**src/rtl/srff_bank.sv**
```systemverilog
`default_nettype none
// ============================================================================
// Module  : srff_bank
// Brief   : Bank of WIDTH SR flip-flops with a defined S=R=1 resolution,
//           sticky per-channel conflict flags and a saturating conflict counter.
// Revision: 1.0  initial release
// ============================================================================
module srff_bank #(
    parameter int               WIDTH   = 4,
    parameter int               MODE    = 0,
    parameter logic [WIDTH-1:0] INIT    = '0,
    parameter int               CNT_W   = 8,
    parameter int               NEGEDGE = 1
) (
    input  logic             clk,
    input  logic             reset,
    input  logic             en,
    input  logic [WIDTH-1:0] s,
    input  logic [WIDTH-1:0] r,
    input  logic             clr_err,
    output logic [WIDTH-1:0] q,
    output logic [WIDTH-1:0] q_n,
    output logic [WIDTH-1:0] conflict,
    output logic             conflict_any,
    output logic [CNT_W-1:0] conflict_cnt
);

    localparam logic [CNT_W-1:0] c_CNT_MAX = '1;
    localparam logic [CNT_W-1:0] c_CNT_ONE = CNT_W'(1);

    logic [WIDTH-1:0] r_q;
    logic [WIDTH-1:0] r_conflict;
    logic [CNT_W-1:0] r_cnt;

    logic [WIDTH-1:0] w_new_conf;
    logic [WIDTH-1:0] w_q_nxt;
    logic [WIDTH-1:0] w_conf_nxt;
    logic [CNT_W-1:0] w_cnt_nxt;

    assign w_new_conf = en ? (s & r) : '0;

    always_comb begin
        w_q_nxt = r_q;
        if (en) begin
            for (int i = 0; i < WIDTH; i++) begin
                case ({s[i], r[i]})
                    2'b01:   w_q_nxt[i] = 1'b0;
                    2'b10:   w_q_nxt[i] = 1'b1;
                    2'b11: begin
                        case (MODE)
                            1:       w_q_nxt[i] = 1'b1;
                            2:       w_q_nxt[i] = 1'b0;
                            3:       w_q_nxt[i] = ~r_q[i];
                            default: w_q_nxt[i] = r_q[i];
                        endcase
                    end
                    default: w_q_nxt[i] = r_q[i];
                endcase
            end
        end
    end

    // A conflict arriving with clr_err survives the clear.
    always_comb begin
        w_conf_nxt = clr_err ? w_new_conf : (r_conflict | w_new_conf);
        w_cnt_nxt  = r_cnt;
        if (clr_err) begin
            w_cnt_nxt = (|w_new_conf) ? c_CNT_ONE : '0;
        end else if ((|w_new_conf) && (r_cnt != c_CNT_MAX)) begin
            w_cnt_nxt = r_cnt + c_CNT_ONE;
        end
    end

    generate
        if (NEGEDGE != 0) begin : g_negedge
            always_ff @(negedge clk) begin
                if (!reset) begin
                    r_q        <= INIT;
                    r_conflict <= '0;
                    r_cnt      <= '0;
                end else begin
                    r_q        <= w_q_nxt;
                    r_conflict <= w_conf_nxt;
                    r_cnt      <= w_cnt_nxt;
                end
            end
        end else begin : g_posedge
            always_ff @(posedge clk) begin
                if (!reset) begin
                    r_q        <= INIT;
                    r_conflict <= '0;
                    r_cnt      <= '0;
                end else begin
                    r_q        <= w_q_nxt;
                    r_conflict <= w_conf_nxt;
                    r_cnt      <= w_cnt_nxt;
                end
            end
        end
    endgenerate

    assign q            = r_q;
    assign q_n          = ~r_q;
    assign conflict     = r_conflict;
    assign conflict_any = |r_conflict;
    assign conflict_cnt = r_cnt;

endmodule
`default_nettype wire

```
**config.mk**
```make
export PLATFORM = sky130hd
export DESIGN_NAME = srff_bank
export DESIGN_NICKNAME = d
export VERILOG_FILES = /design/src/rtl/srff_bank.sv
export SDC_FILE = /design/constraint.sdc
export NUM_CORES = 1
export LEC_CHECK = 0
export BUFFER_PORTS_ARGS = -buffer_cell sky130_fd_sc_hd__buf_2
export CAP_MARGIN = 20
export CORE_MARGIN = 5
export CORE_UTILIZATION = 51
export DETAILED_ROUTE_END_ITERATION = 12
export GPL_TIMING_DRIVEN = 0
export PLACE_DENSITY = 0.94
export RECOVER_POWER = 50
export SYNTH_ARGS = -nofsm -noshare
export SYNTH_HDL_FRONTEND = slang
export SYNTH_SLANG_ARGS = --single-unit
```
**constraint.sdc**
```tcl
create_clock -name clk -period 2.95 [get_ports clk]
set_input_delay 0.295 -clock clk [delete_from_list [all_inputs] [get_ports clk]]
set_output_delay 0.295 -clock clk [all_outputs]
set_load 0.03 [all_outputs]
```
==> results of run 1 <==
worst max path at each step:
stage | endpoint | slack, ns | startpoint
3_5_place_dp | conflict_cnt[1] | -0.23 | s[1]
2_1_floorplan | conflict_cnt[6] | 0.01 | s[1]
5_1_grt | conflict_any | -0.20 | conflict[2]
3_3_place_gp | conflict_cnt[2] | -0.19 | s[1]
6_report | conflict_any | -0.16 | conflict[2]
4_1_cts | conflict_any | -0.18 | conflict[3]
per-layer routing:
metal / part of all wire, % / vias up / wire, um
met5: 0 / - / 0
li1: - / 451 / -
met2: 51 / 33 / 1130
met3: 6.1 / 6 / 136
met1: 40 / 426 / 894
met4: 2.3 / 0 / 52
cell usage in the layout (no fill, tap or decap), types with 3 or more instances in the layout:
master     n
a21oi_1    5
nor2_1     7
inv_1     30
a22oi_1    4
clkbuf_1  10
nand3_1    4
nand2_1    3
a31oi_1    4
buf_2     22
clkbuf_4   3
ha_1       9
dfxtp_1   14
nor2b_1    8
report_power, final:
group	leakage [nW]	total, mW	switching, mW	internal (mW)
clock network	0.0991	0.208	0.130	0.0779
logic	0.363	0.0838	0.0526	0.0313
registers	0.131	0.227	0.00384	0.223
area by class of cell:
type,instances,area share (%)
Multi-Input combinational cell,66,43.7
Sequential cell,16,27.2
Timing Repair Buffer,34,14.3
Clock inverter,17,5.48
Inverter,14,4.43
Tap cell,25,2.63
Clock buffer,3,1.90
Buffer,1,0.316
cell families after synthesis:
family,after synthesis,share of synthesized area (%)
AOI/OAI and AO/OA,25,23.7
xor gates and xnor gates,4,3.88
adders and majority gates,9,12.5
buffers and inverters,16,6.65
DFF,16,35.5
muxes,2,2.22
and+or+nand+nor,26,15.7
critical path: cells and delay by family, from the launching register on:
family,cells,cell delay (ns)
buffers and inverters,1,0.15
DFF,1,0.31
and+or+nand+nor,1,0.52
flip-flops by register name, indices dropped and copies added (netlist names):
signal / flops
conflict: 4
conflict_cnt: 8
q: 4
repair_timing:
action / CTS / global route
pin swaps: 1 / 1
buffers inserted: 2 / 0
setup endpoints to repair: 1 / 1
resized for setup: 5 / 0
per-stage QoR:
step           worst slack, ns  util (%)  instances  hold WS (ns)  TNS [ns]
3_5_place_dp            -0.228      64.3        155         0.550     -1.43
6_report                -0.161      69.5        176         0.551    -0.161
2_1_floorplan           0.0140         -         98         0.652         0
4_1_cts                 -0.175      70.8        176         0.557    -0.175
5_1_grt                 -0.197      69.5        176         0.575    -0.217
3_3_place_gp            -0.189      64.3        155         0.510     -1.11
==> impl_results.md, run 1 <==
* GRT overflow at 0
* Leakage Power at 0.592 nW
* Max Slew Vio Count at 0
* Worst-Skew Late Latency at 0.36 ns
* Count leader, synth: dfxtp_1
* Final Cell Area at 1190 um2
* Initial DRC Count at 6
* Routing usage on met3 at 3.72%
* Post-route DRC at 0
* RSZ-0062 raised after global routing: yes
* Worst setup path class: flop to output pin
* Number of cells on the worst hold path at 2
* R2R setup slack at 1.18 ns
* Multi-input gate area at 519 um2
* Share of layout cells above drive strength 1 at 23.8%
* # H-tree levels at 1
* Syn Inst Count at 98
* Leading area contributor after synthesis: dfxtp_1
* Yosys Warn Count at 0
* Reg area at 323 um2
* Worst R2R End: conflict_cnt[7]
* Distinct cells, synth at 29
* Post-synth top area share at 35.5%
* CP Cell Sequence: or4_4 > buf_6
* Sink Count at 16
* Power Dens Cells at 437 nW/um2
* Via count at 916
* Antenna Violating Nets Remaining at 0
* Global-route wire length before repair at 3760 um
* Max stage delay on crit path at 0.52 ns
* Die height at 52.1 um
* Via density at 5.20
* Initial Util at 52.9%
* Min-delay src: conflict_cnt[0]
* Die area at 2710 um2
* Maxcap violations at 0
* Top_reg_cell synth: dfxtp_1
* Rows at 15
* Final GP Congestion at 0.829
* Crit path max fanout at 2
* DP HPWL at 1690 um
* Reg2Reg Depth at 5
* GRT Util Overall at 17.8%
* Post-Syn Area at 903 um2
* Ys async rst share at 0%
* Setup ws final at -0.161 ns
* Failing checks: negative setup slack
* Clk_skew at 0.0156 ns
* Slowest cell on the critical path: or4_4
* Area of placed instances at 1100 um2
* Number of global-route vias before repair at 970
* Worst-margin pin slew at 0.500 ns
* Routed Wire Length at 2220 um
* Final hold violations at 0
* Top post-synthesis cells by count: 16 x dfxtp_1, 15 x inv_1, 9 x ha_1
* Critical path capture point type: output pin
* Status: finished, violations left
* N_diodes at 0
* Worst hold path type: flop to flop
* Initial antenna violation count at 0
* Largest net degree at the start of global routing at 11
* Core area at 1710 um2
* Clk pin slew, worst setup/hold paths at 0.04 ns
* Post-synth EDFFs at 0
* # setup viols final at 1
* Fill cell count at 167
* Synthesized net count at 119
* Mean post-synth cell area at 9.22 um2
* Critical Path Start Type: flop
* Met1 Use GR at 16.7%
* Clock Tree Buf Depth at 2
* Total power at 519 uW
* Post-synthesis sequential area ratio at 35.5%
* Layout net count at 173
* Num CTS Buffers at 3
* Met2 Use GR at 32.8%
* Top post-synthesis cells by area: dfxtp_1 35%, ha_1 12%, inv_1 6.2%
* Top Usage Layer GRT: met2
* Syn-to-layout area delta at 31.4%
* Crit path DAT at 2.82 ns
* CTS root buf: clkbuf_4
* IO Count at 33
* CTS tree: built
* RR Startpoint: conflict_cnt[0]
* Worst path required time at 2.65 ns
* Synthesized flop and latch total at 16
* Wirelength per Cell at 12.6 um
* Largest vdd supply drop at 354 uV
* Hold path endpoint: conflict_cnt[0]
* Die Wd at 52.1 um
* Rel. slew slack at 66.3%
* # port buffers at 32
* Pre-antenna DRT Iters at 4
* Hold-fix buffers, CTS at 0
(Power assumes the default switching activity.)
==> run 2: changes to the inputs <==
- GPL_TIMING_DRIVEN: 0 -> default
==> impl_results.md, run 2 (synthesized netlist as in run 1, its figures left out) <==
* Status: finished, violations left
* Failing checks: negative setup slack
* Final GP Congestion at 0.815
* # H-tree levels at 1
* Antenna Violating Nets Remaining at 0
* Crit path DAT at 2.85 ns
* Worst-margin pin slew at 0.575 ns
* Hold-fix buffers, CTS at 0
* # setup viols final at 2
* Crit path max fanout at 2
* Share of layout cells above drive strength 1 at 26.8%
* Final Cell Area at 1230 um2
* Reported net switching power at 192 uW
* Sw Ratio at 36.4%
* Initial Util at 52.9%
* Max FFs per register at 8
* Syn-to-layout area delta at 36.4%
* Via density at 5.03
* Placed cells at 160
* RSZ-0062 raised after global routing: yes
* Worst setup path class: flop to output pin
* Via count at 915
* CTS root buf: clkbuf_4
* Initial DRC Count at 9
* Routed Wire Length at 2400 um
* Number of global-route vias before repair at 996
* Worst R2R End: conflict_cnt[7]
* Worst hold path type: flop to flop
* Die height at 52.1 um
* Rel. slew slack at 61.3%
* Sink Count at 16
* IO Count at 33
* Flop pwr share at 43.1%
* Clock Tree Buf Depth at 2
* Die area at 2710 um2
* DP HPWL at 1640 um
* Setup ws final at -0.191 ns
* Post-route DRC at 0
* Power Dens Cells at 429 nW/um2
* Critical Path Start Type: flop
* Gate power share at 16.9%
* Hold Slack at 0.561 ns
* Area of placed instances at 1140 um2
* Clock Power Share at 40.0%
* Hold path endpoint: conflict_cnt[0]
* Global-route wire length before repair at 4050 um
* R2R setup slack at 1.15 ns
* Worst path required time at 2.65 ns
* GRT Util Overall at 20.0%
* Largest net degree at the start of global routing at 14
* Most common cell after layout, fill and taps aside: inv_1
* Layout net count at 179
* Reg2Reg Depth at 5
* Pre-CTS setup slack at -0.240 ns
* Wirelength per Cell at 13.2 um
* Most frequent cells in the layout: 30 x inv_1, 21 x buf_2, 13 x dfxtp_1, 10 x clkbuf_1, 9 x ha_1
* GRT overflow at 0
* Total power at 529 uW
* Power Internal at 337 uW
* RR Startpoint: conflict_cnt[0]
* Critical path capture point type: output pin
* Worst-Skew Late Latency at 0.37 ns
* CTS tree: built
* Pre-antenna DRT Iters at 4
* Max Slew Vio Count at 0
* Fill cell count at 141
* # port buffers at 32
* Critical path origin: conflict[0]
* Rows at 15
* Maxcap violations at 0
* Largest vdd supply drop at 260 uV
* Die Wd at 52.1 um
* N_diodes at 0
* Clk_skew at 0.0179 ns
* Clk pin slew, worst setup/hold paths at 0.04 ns
* Final hold violations at 0
* Fin cells at 182
* Number of cells on the worst hold path at 2
* Initial antenna violation count at 0
* Core area at 1710 um2
* Leakage Power at 0.621 nW
* Num CTS Buffers at 3
* Min-delay src: conflict_cnt[0]
==> run 2: changes by cell type in the layout (fill, tap and decap cells not counted) <==
cell / before / now
dfxtp_1: 14 / 13
buf_4: 2 / 4
clkbuf_4: 3 / 8
o21ai_2: 1 / 0
o21ai_0: 1 / 2
dfxtp_2: 2 / 3
buf_2: 22 / 21
==> run 2: worst max-delay path by stage <==
stage | endpoint | slack (ns) | depth (start not counted)
floorplan | conflict_cnt[6] | 0.01 | 5
global placement | conflict_cnt[7] | -0.18 | 6
detailed placement | conflict_cnt[7] | -0.24 | 6
CTS | conflict_any | -0.18 | 2
global route | conflict_any | -0.22 | 2
finish | conflict_any | -0.19 | 2
==> run 2: layout make-up <==
| type | count | area [um2] | area share (%) |
|---|---|---|---|
| Inverter | 14 | 52.6 | 4.26 |
| Multi-Input combinational cell | 66 | 515 | 41.8 |
| Tap cell | 25 | 31.3 | 2.54 |
| Clock inverter | 17 | 65.1 | 5.28 |
| Clock buffer | 3 | 22.5 | 1.83 |
| Timing Repair Buffer | 41 | 221 | 18.0 |
| Sequential cell | 16 | 324 | 26.3 |
==> run 2: timing repair <==
item / CTS / global route
gates resized for setup: 5 / 1
pin swaps: 1 / 1
endpoints found under the setup margin: 1 / 1
setup buffers: 2 / 1
==> run 2: power by group through the flow <==
stage / Sequential, mW / Combinational, mW / Clock (mW)
3_5_place_dp: 0.230 / 0.0869 / 0.0353
5_1_grt: 0.228 / 0.0977 / 0.256
3_3_place_gp: 0.230 / 0.0838 / 0.0353
6_report: 0.228 / 0.0895 / 0.212
4_1_cts: 0.227 / 0.0926 / 0.222
2_1_floorplan: 0.241 / 0.0432 / 0.0353
==> run 2: layer usage <==
metal  vias up  share of wire (%)  track usage [%]
met5         -                  0                0
met4         0                3.3             14.4
met3         8                7.7             6.30
met2        38                 49             34.5
met1       405                 40             19.8
li1        464                  -                -
==> run 2: through the flow <==
stage	util (%)	TNS, ns
4_1_cts	73.3	-0.176
3_3_place_gp	66.7	-1.03
3_5_place_dp	66.7	-1.26
2_1_floorplan	-	0
5_1_grt	72.2	-0.333
6_report	72.2	-0.207
==> run 2: critical path: stages (launching register included) <==
cell,delay [ns]
dfxtp_2,0.32
or4_4,0.54
buf_6,0.16
==> run 3: changes to the inputs <==
- TNS_END_PERCENT: default -> 20
==> impl_results.md, run 3 (synthesized netlist as in run 1, its figures left out) <==
* Die area at 2710 um2
* Layout net count at 175
* Final GP Congestion at 0.886
* Power Internal at 333 uW
* Setup ws final at -0.162 ns
* Pre-antenna DRT Iters at 4
* Leakage Power at 0.588 nW
* N_diodes at 0
* Share of layout cells above drive strength 1 at 20.9%
* Final hold violations at 0
* Fin cells at 178
* Max Slew Vio Count at 0
* Number of global-route vias before repair at 911
* Critical Path Start Type: flop
* Clock Tree Buf Depth at 2
* Max FFs per register at 8
* Fill cell count at 161
* IO Count at 33
* Area of placed instances at 1120 um2
* Pre-CTS setup slack at -0.224 ns
* Flop pwr share at 43.6%
* Final Cell Area at 1180 um2
* Via count at 942
* Power Dens Cells at 442 nW/um2
* Reported net switching power at 188 uW
* RSZ-0062 raised after global routing: yes
* Critical path capture point type: output pin
* Rel. slew slack at 58.4%
* Crit path DAT at 2.82 ns
* GRT overflow at 0
* Placed cells at 158
* Worst path required time at 2.65 ns
* Most frequent cells in the layout: 30 x inv_1, 18 x buf_2, 15 x dfxtp_1, 13 x clkbuf_1, 9 x ha_1
* GRT Util Overall at 17.4%
* DP HPWL at 1680 um
* Global-route wire length before repair at 3640 um
* Antenna Violating Nets Remaining at 0
* Hold Slack at 0.543 ns
* Initial antenna violation count at 0
* Num CTS Buffers at 3
* Die Wd at 52.1 um
* Worst setup path class: flop to output pin
* Via density at 5.29
* Worst hold path type: flop to flop
* Wirelength per Cell at 12.8 um
* Maxcap violations at 0
* Initial DRC Count at 15
* Syn-to-layout area delta at 30.2%
* Largest net degree at the start of global routing at 14
* Worst-Skew Late Latency at 0.37 ns
* Worst-margin pin slew at 0.616 ns
* # H-tree levels at 1
* Die height at 52.1 um
* Clock Power Share at 40.3%
* CTS root buf: clkbuf_4
* Post-route DRC at 0
* Clk_skew at 0.0131 ns
* Routed Wire Length at 2290 um
* Largest vdd supply drop at 238 uV
* Clk pin slew, worst setup/hold paths at 0.04 ns
* Status: finished, violations left
* Rows at 15
* Crit path max fanout at 3
* CTS tree: built
* Initial Util at 52.9%
* Setup TNS at -0.237 ns
* # port buffers at 32
* Failing checks: negative setup slack
* Sink Count at 16
* Gate power share at 16.1%
* Most common cell after layout, fill and taps aside: inv_1
* Core area at 1710 um2
* # setup viols final at 2
* Sw Ratio at 36.1%
==> run 3: final cells by class <==
cell class,count,area (um2),area share (%)
clock inverter,17,65.1,5.53
inverter,14,52.6,4.47
timing repair buffer,37,188,16.0
tap,25,31.3,2.66
clock buffer,3,22.5,1.91
multi-input combinational,66,495,42.1
sequential,16,322,27.3
==> run 3: power groups by stage <==
| stage | combinational [mW] | clock, mW | sequential [mW] |
|---|---|---|---|
| after global placement | 0.0812 | 0.0353 | 0.230 |
| after floorplan | 0.0428 | 0.0353 | 0.241 |
| final | 0.0836 | 0.210 | 0.227 |
| after detailed placement | 0.0851 | 0.0353 | 0.230 |
| after global routing | 0.0916 | 0.246 | 0.227 |
| after CTS | 0.0899 | 0.219 | 0.227 |
==> run 3: path summary, 6_finish.rpt <==
kind | slack (ns) | cells after the start | to | start
max reg2reg | 1.03 | 5 | conflict_cnt[7] | conflict_cnt[0]
min reg2reg | 0.54 | 2 | conflict_cnt[1] | conflict_cnt[1]
max | -0.16 | 2 | conflict_any | conflict[1]
min | 0.54 | 2 | conflict_cnt[1] | conflict_cnt[1]
==> run 3: what timing repair did <==
item / in CTS / in global routing
buffers inserted: 1 / 0
hold buffers: 0 / 0
resized for setup: 4 / 0
endpoints found under the setup margin: 1 / 1
==> run 3: critical path, stage by stage (launching register included) <==
cell,delay [ns]
dfxtp_1,0.32
or4_4,0.51
buf_6,0.15
==> run 3: layer usage <==
metal	GRT usage (%)	up-vias	wire length (um)
met4	10.0	0	18
met2	30.5	48	1150
met1	18.0	432	914
met5	0	-	0
met3	5.44	2	198
li1	-	460	-
==> run 3: through the flow <==
stage | power [mW] | utilization, %
4_1_cts | 0.536 | 71.6
2_1_floorplan | 0.319 | -
3_5_place_dp | 0.351 | 65.6
3_3_place_gp | 0.346 | 65.6
5_1_grt | 0.565 | 68.9
6_report | 0.520 | 68.9
